==> src/rtl/prog_ctr_inst_rom.sv <==
// Instruction-fetch front end: 10-bit program counter driving a 1024x9 instruction ROM.
// Start edges load the resident programs in rotation; while running the PC steps or branches.
module prog_ctr_inst_rom #(
  parameter logic [9:0] PROG1_ADDR = 10'd0,
  parameter logic [9:0] PROG2_ADDR = 10'd256,
  parameter logic [9:0] PROG3_ADDR = 10'd512
) (
  input  logic       Clk,
  input  logic       Reset,
  input  logic       Start,
  input  logic       BranchRel,
  input  logic       BranchAbs,
  input  logic       ALU_flag,
  input  logic [9:0] Target,
  output logic [9:0] ProgCtr,
  output logic [8:0] InstOut
);

  logic       running;
  logic       startQ;
  logic [1:0] progIdx;
  logic       startEdge;
  logic [9:0] loadAddr;

  assign startEdge = Start & ~startQ;

  always_comb begin
    loadAddr = PROG1_ADDR;
    case (progIdx)
      2'd0:    loadAddr = PROG1_ADDR;
      2'd1:    loadAddr = PROG2_ADDR;
      default: loadAddr = PROG3_ADDR;
    endcase
  end

  // A start edge outranks any branch request on the same edge.
  always_ff @(posedge Clk or negedge Reset) begin
    if (!Reset) begin
      ProgCtr <= '0;
      running <= 1'b0;
      progIdx <= 2'd0;
      startQ  <= 1'b0;
    end else begin
      startQ <= Start;
      if (startEdge) begin
        ProgCtr <= loadAddr;
        running <= 1'b1;
        progIdx <= (progIdx == 2'd2) ? 2'd0 : progIdx + 2'd1;
      end else if (running) begin
        if (BranchAbs)
          ProgCtr <= Target;
        else if (BranchRel && ALU_flag)
          ProgCtr <= ProgCtr + Target;
        else
          ProgCtr <= ProgCtr + 10'd1;
      end
    end
  end

  // Resident image held as a constant table; every word not listed reads as zero.
  always_comb begin
    InstOut = 9'b0;
    case (ProgCtr)
      PROG1_ADDR: InstOut = 9'b011011100;
      PROG2_ADDR: InstOut = 9'b000001011;
      PROG3_ADDR: InstOut = 9'b110001000;
      default:    InstOut = 9'b0;
    endcase
  end

endmodule

==> config.mk <==
export PLATFORM = sky130hd
export DESIGN_NAME = prog_ctr_inst_rom
export DESIGN_NICKNAME = d
export VERILOG_FILES = /design/src/rtl/prog_ctr_inst_rom.sv
export SDC_FILE = /design/constraint.sdc
export NUM_CORES = 1
export LEC_CHECK = 0
export ABC_CLOCK_PERIOD_IN_PS = 5400
export CAP_MARGIN = 20
export CORE_MARGIN = 2
export CORE_UTILIZATION = 50
export DETAILED_ROUTE_END_ITERATION = 8
export PLACE_DENSITY_LB_ADDON = 0.05
export SYNTH_ARGS = -nofsm -noshare
export SYNTH_HDL_FRONTEND = slang
export SYNTH_SLANG_ARGS = --single-unit
export TNS_END_PERCENT = 50
==> constraint.sdc <==
create_clock -name Clk -period 5.4 [get_ports Clk]
set_input_delay 1.08 -clock Clk [delete_from_list [all_inputs] [get_ports Clk]]
set_output_delay 1.08 -clock Clk [all_outputs]
set_load 0.05 [all_outputs]
# Word-level counts from Yosys, hierarchy flattened
# Cells that the tools add are included.
[word_totals]
elab_cells = 24
ram_bits = 0
latchBits = 0
out_inout_bits = 19
in_bits = 16
romBits = 0
reg_bits = 14
n_memories = 0
[op_classes]
bitwise = 2
n_addsub = 3
n_reduce_logical = 4
mux = 7
order_cmp = 0
n_shift = 0
eq_ne = 4
div = 0
multipliers = 0
[ops]
columns = ["cell", "n"]
rows = [
  ["10-bit two-way mux", 4],
  ["9-bit case mux with 3 select lines", 1],
  ["10-bit case mux with 2 select lines", 1],
  ["10-bit by 1-bit adder with 10-bit output (second input constant)", 1],
  ["10-bit adder", 1],
  ["10-bit equality test (second input constant)", 1],
  ["10-bit by 9-bit equality test with 1-bit output (second input constant)", 1],
  ["10-bit logical NOT", 1],
  ["2-bit by 1-bit adder with 2-bit output (second input constant)", 1],
  ["2-bit by 1-bit equality test with 1-bit output (second input constant)", 1],
  ["2-bit equality test (second input constant)", 1],
  ["2-bit logical NOT", 1],
  ["2-bit two-way mux", 1],
  ["2-bit nonzero test", 1],
  ["1-bit AND", 1],
  ["1-bit logical AND", 1],
  ["1-bit NOT", 1],
]

# Depth between registers and ports, before layout
[logic_depth]
word_depth = 5
depth_mapped = 8
depth_no_buf = 8

# Least setup slack after synthesis
# Ideal clock, no wire load.
[synth_path]
path_type = "reg-to-output"
startpoint = "register ProgCtr[7]"
endpoint = "output InstOut[1]"
t_arrival_ps = 2662
path_slack_ps = 1658
n_path_buf = 1
required_time_ps = 4320
stages_incl_launch_ff = 5
cell_sequence = "dfrtp_1 nor4_1 nand3b_1 nor3b_1 buf_4"
[synth_between]
elab_chain_len = 2
elab_cells_between_ends = 4
cone_classes = "2 x eq/ne; 1 x mux; 1 x reduce/logical"
[synth_rtl]
columns = ["item", "line_no", "text"]
rows = [
  ["start: declaration", "15", "output logic [9:0] ProgCtr,"],
  ["start signal: assignment", "46", "ProgCtr <= loadAddr;"],
  ["start signal: assignment", "51", "ProgCtr <= Target;"],
  ["start signal: assignment", "53", "ProgCtr <= ProgCtr + Target;"],
  ["10-bit equality test, or another cell as far along", "63", "case (ProgCtr)"],
  ["9-bit case mux with 3 select lines (*)", "63", ""],
  ["end: declaration", "16", "output logic [8:0] InstOut"],
]
# Mark *: on every way between the ends. The rest lies on a longest branch, timed or not.

# Worst setup path in the final report
[layout_path]
startpoint = "register ProgCtr[6]"
endpoint = "output InstOut[2]"
# Same word-level chain as after synthesis.

==> results_dict.tcl <==
set metrics [dict create \
    worst-r2r-cell-count 7 \
    post-route-min-period_ps 3471 \
    hold_buffers 0 \
    rows 17 \
    synth_nets 164 \
    netlist_instances 138 \
    drt-total-wl_um 2957 \
    die_w_um 52.63 \
    cts_tree "yes" \
    grt_pass1_vias 1083 \
    place_inst 190 \
    p_comb_frac 0.449 \
    setup_violations 0 \
    finalCritPeriodShare 0.6427 \
    drc 0 \
    power_frac_seq 0.348 \
    yosys.area.top_type_share 0.2963 \
    fmax_mhz 288.1 \
    tns_ps 0 \
    num_antenna_cells 0 \
    grt_max_degree 21 \
    synth_seq_cells 14 \
    yosysSeqAreaShare 0.2963 \
    root_buffer "clkbuf_4" \
    synth_warnings 0 \
    p_leak_nw 0.7178 \
    io_buffers 33 \
    routabilityCongestion 0.9406 \
    clock_latency_ps 290 \
    crit_fanout 4 \
    ys_types 37 \
    clkSinkCount 14 \
    die_area_um2 2770 \
    nets 193 \
    critPathArrivalTime_ps 2390 \
    ios 35 \
    rsz0062_at_grt "false" \
    drive_gt1_frac 0.06024 \
    avgSynthCellArea_um2 8.568 \
    drv_cap 0 \
    synth_area_leaders "dfrtp_1, ha_1, mux2i_1, a21oi_1, and3_1" \
    dp_hpwl_um 2258 \
    antenna_found_initial 0 \
    min_to "progIdx[1]$_DFFE_PN0P_" \
    post-route-util 0.6863 \
    crit_type "reg -> out" \
    crit_path_end_kind "output port" \
    r2r_end "ProgCtr[6]$_DFFE_PN0P_" \
    finalClockSkew_ps 7.451 \
    cts_max_level 1 \
    slew_headroom 0.4758 \
    grt_pass1_wl_um 5071 \
    grt_overflow_total 0 \
    grt_util_met2 0.3979 \
    outcome "complete, no violations" \
    wl_per_cell_um 15.24 \
    peakVddDrop_mv 0.2206 \
    final_cell_count_no_fill 194 \
    hold_violations 0 \
    hold_class "reg -> reg" \
    initialDrtViolationCount 33 \
    min_path_cells 2 \
    post_cts_buffers 0 \
    r2r_slack_ps 3230 \
    cts_resized 0 \
    pwr-share-clk 0.203 \
    synthesis.area_um2 1182 \
    core_um2 2233 \
    r2r-start "ProgCtr[0]$_DFFE_PN0P_" \
    netSwitchingFraction 0.4155 \
    cts_buffer_depth 2 \
    yosysTopAreaCell "dfrtp_1" \
    post_drt_via_cell_ratio 5.912 \
    area_growth_pct 29.63 \
    top_usage_layer "met2" \
    worst_pin_slew_ps 783.8 \
    initial_core_util 0.5294 \
    internal-power_mw 0.2339 \
    hp-start "progIdx[1]$_DFFE_PN0P_" \
    die_height_um 52.63 \
    power.switching_mw 0.1662 \
    vias 1147 \
    grt_util_met3 0.04286 \
    required_ps 4320 \
    slew_viol_final 0 \
    drt_pass1_iterations 4 \
    crit_path_start_kind "flop" \
    ant_nets 0 \
    grtUsageMet1 0.3457 \
    grt_use_total 0.2522 \
    path_clk_slew_ps 100 \
    cts_buffers 3 \
    powerDensity_nw_per_um2 261.0 \
]
[logic make-up after synthesis]
kind of cell | synth area share
multiplexers | 0.06032
XOR/XNOR | 0.02223
buffers and inverters | 0.04974
flip-flops | 0.2963
other | 0.003172
adder cells (fa/ha/maj) | 0.1122
AO/OA/AOI/OAI | 0.2275
AND/OR/NAND/NOR | 0.2286
[power by group through the flow]
stage | clock, mW | sequential [mW] | combinational (mW)
after floorplan | 0 | 0.176 | 0.0842
after global placement | 0 | 0.141 | 0.176
after detailed placement | 0 | 0.141 | 0.179
after CTS | 0.0820 | 0.139 | 0.180
after global routing | 0.0869 | 0.142 | 0.194
final | 0.0810 | 0.139 | 0.180
[critical path: stages (launching register included)]
cell and delay, ps:
dfrtp_1 440, nor4_1 280, nand3b_1 200, nor3_1 300
clkdlybuf4s50_1 870
[flip-flops by register name, summed over array words and instances, names as in the netlist]
signal	cells
ProgCtr	10
running	1
progIdx	2
startQ	1
[synthesized netlist by cell type, drive strengths merged]
master and number:
nor2b 1, a221oi 1, a32oi 1, clkbuf 3, nor2 10, nor3b 4, mux2i 6, o311ai 1
mux2 1, ha 9, a211oi 5, inv 2, xnor2 3, and3 8, a21o 8, a21boi 1
a31oi 1, nor4 1, nand3b 2, dfrtp 14, nand4 2, nand3 5, conb 1, and2 1
a31o 1, o21ai 9, buf 6, o311a 1, a21oi 11, nor3 5, nand2b 1, fa 1
and3b 1, nand2 11
[routing by layer]
layer	wire length [um]	up-vias	part of all wire
met5	0	-	0
met4	44	0	0.015
li1	-	563	-
met3	132	7	0.045
met1	1435	537	0.49
met2	1344	40	0.45
[layout make-up]
type / instances / area [um2]
timing repair buffer: 33 / 330.3
multi-input combinational: 113 / 773.2
tap: 28 / 35.03
clock buffer: 4 / 36.28
fill: 180 / 700.7
sequential: 14 / 350.3
inverter: 2 / 7.507
[per-stage QoR]
step	hold slack, ps	total power, mW	setup WS (ps)	area (um2)
after detailed placement	463.2	0.3202	1841	1496
after global routing	555.7	0.4229	1744	1533
after global placement	460.6	0.3166	1938	1496
after CTS	486.8	0.4010	1929	1533
after floorplan	446.5	0.2600	1658	1182
final	489.3	0.4001	1929	1533
[how the worst max path moves through the flow]
| stage | end | slack, ps | cells past startpoint | startpoint |
|---|---|---|---|---|
| final | InstOut[2] | 1930 | 4 | ProgCtr[6]$_DFFE_PN0P_ |
| after CTS | InstOut[2] | 1930 | 4 | ProgCtr[6]$_DFFE_PN0P_ |
| after global routing | InstOut[6] | 1740 | 4 | ProgCtr[7]$_DFFE_PN0P_ |
| after global placement | ProgCtr[8]$_DFFE_PN0P_ | 1940 | 9 | BranchRel |
| after floorplan | InstOut[1] | 1660 | 4 | ProgCtr[7]$_DFFE_PN0P_ |
| after detailed placement | ProgCtr[6]$_DFFE_PN0P_ | 1840 | 9 | BranchRel |
[cell usage in the layout, fill, tap and decap left out, types with 2 or more instances in the layout]
cell / instances
o21ai_0: 9
a211oi_1: 5
nand4_1: 2
nor2_1: 10
and3_1: 8
nand3b_1: 2
a21o_1: 6
clkdlybuf4s50_1: 33
inv_1: 2
ha_1: 9
xnor2_1: 3
mux2i_1: 6
nand2_1: 11
clkbuf_4: 3
a21oi_1: 10
nor3_1: 5
dfrtp_1: 14
a21o_2: 2
nand3_1: 5
nor3b_1: 4
Power figures use the tool's default switching activity.
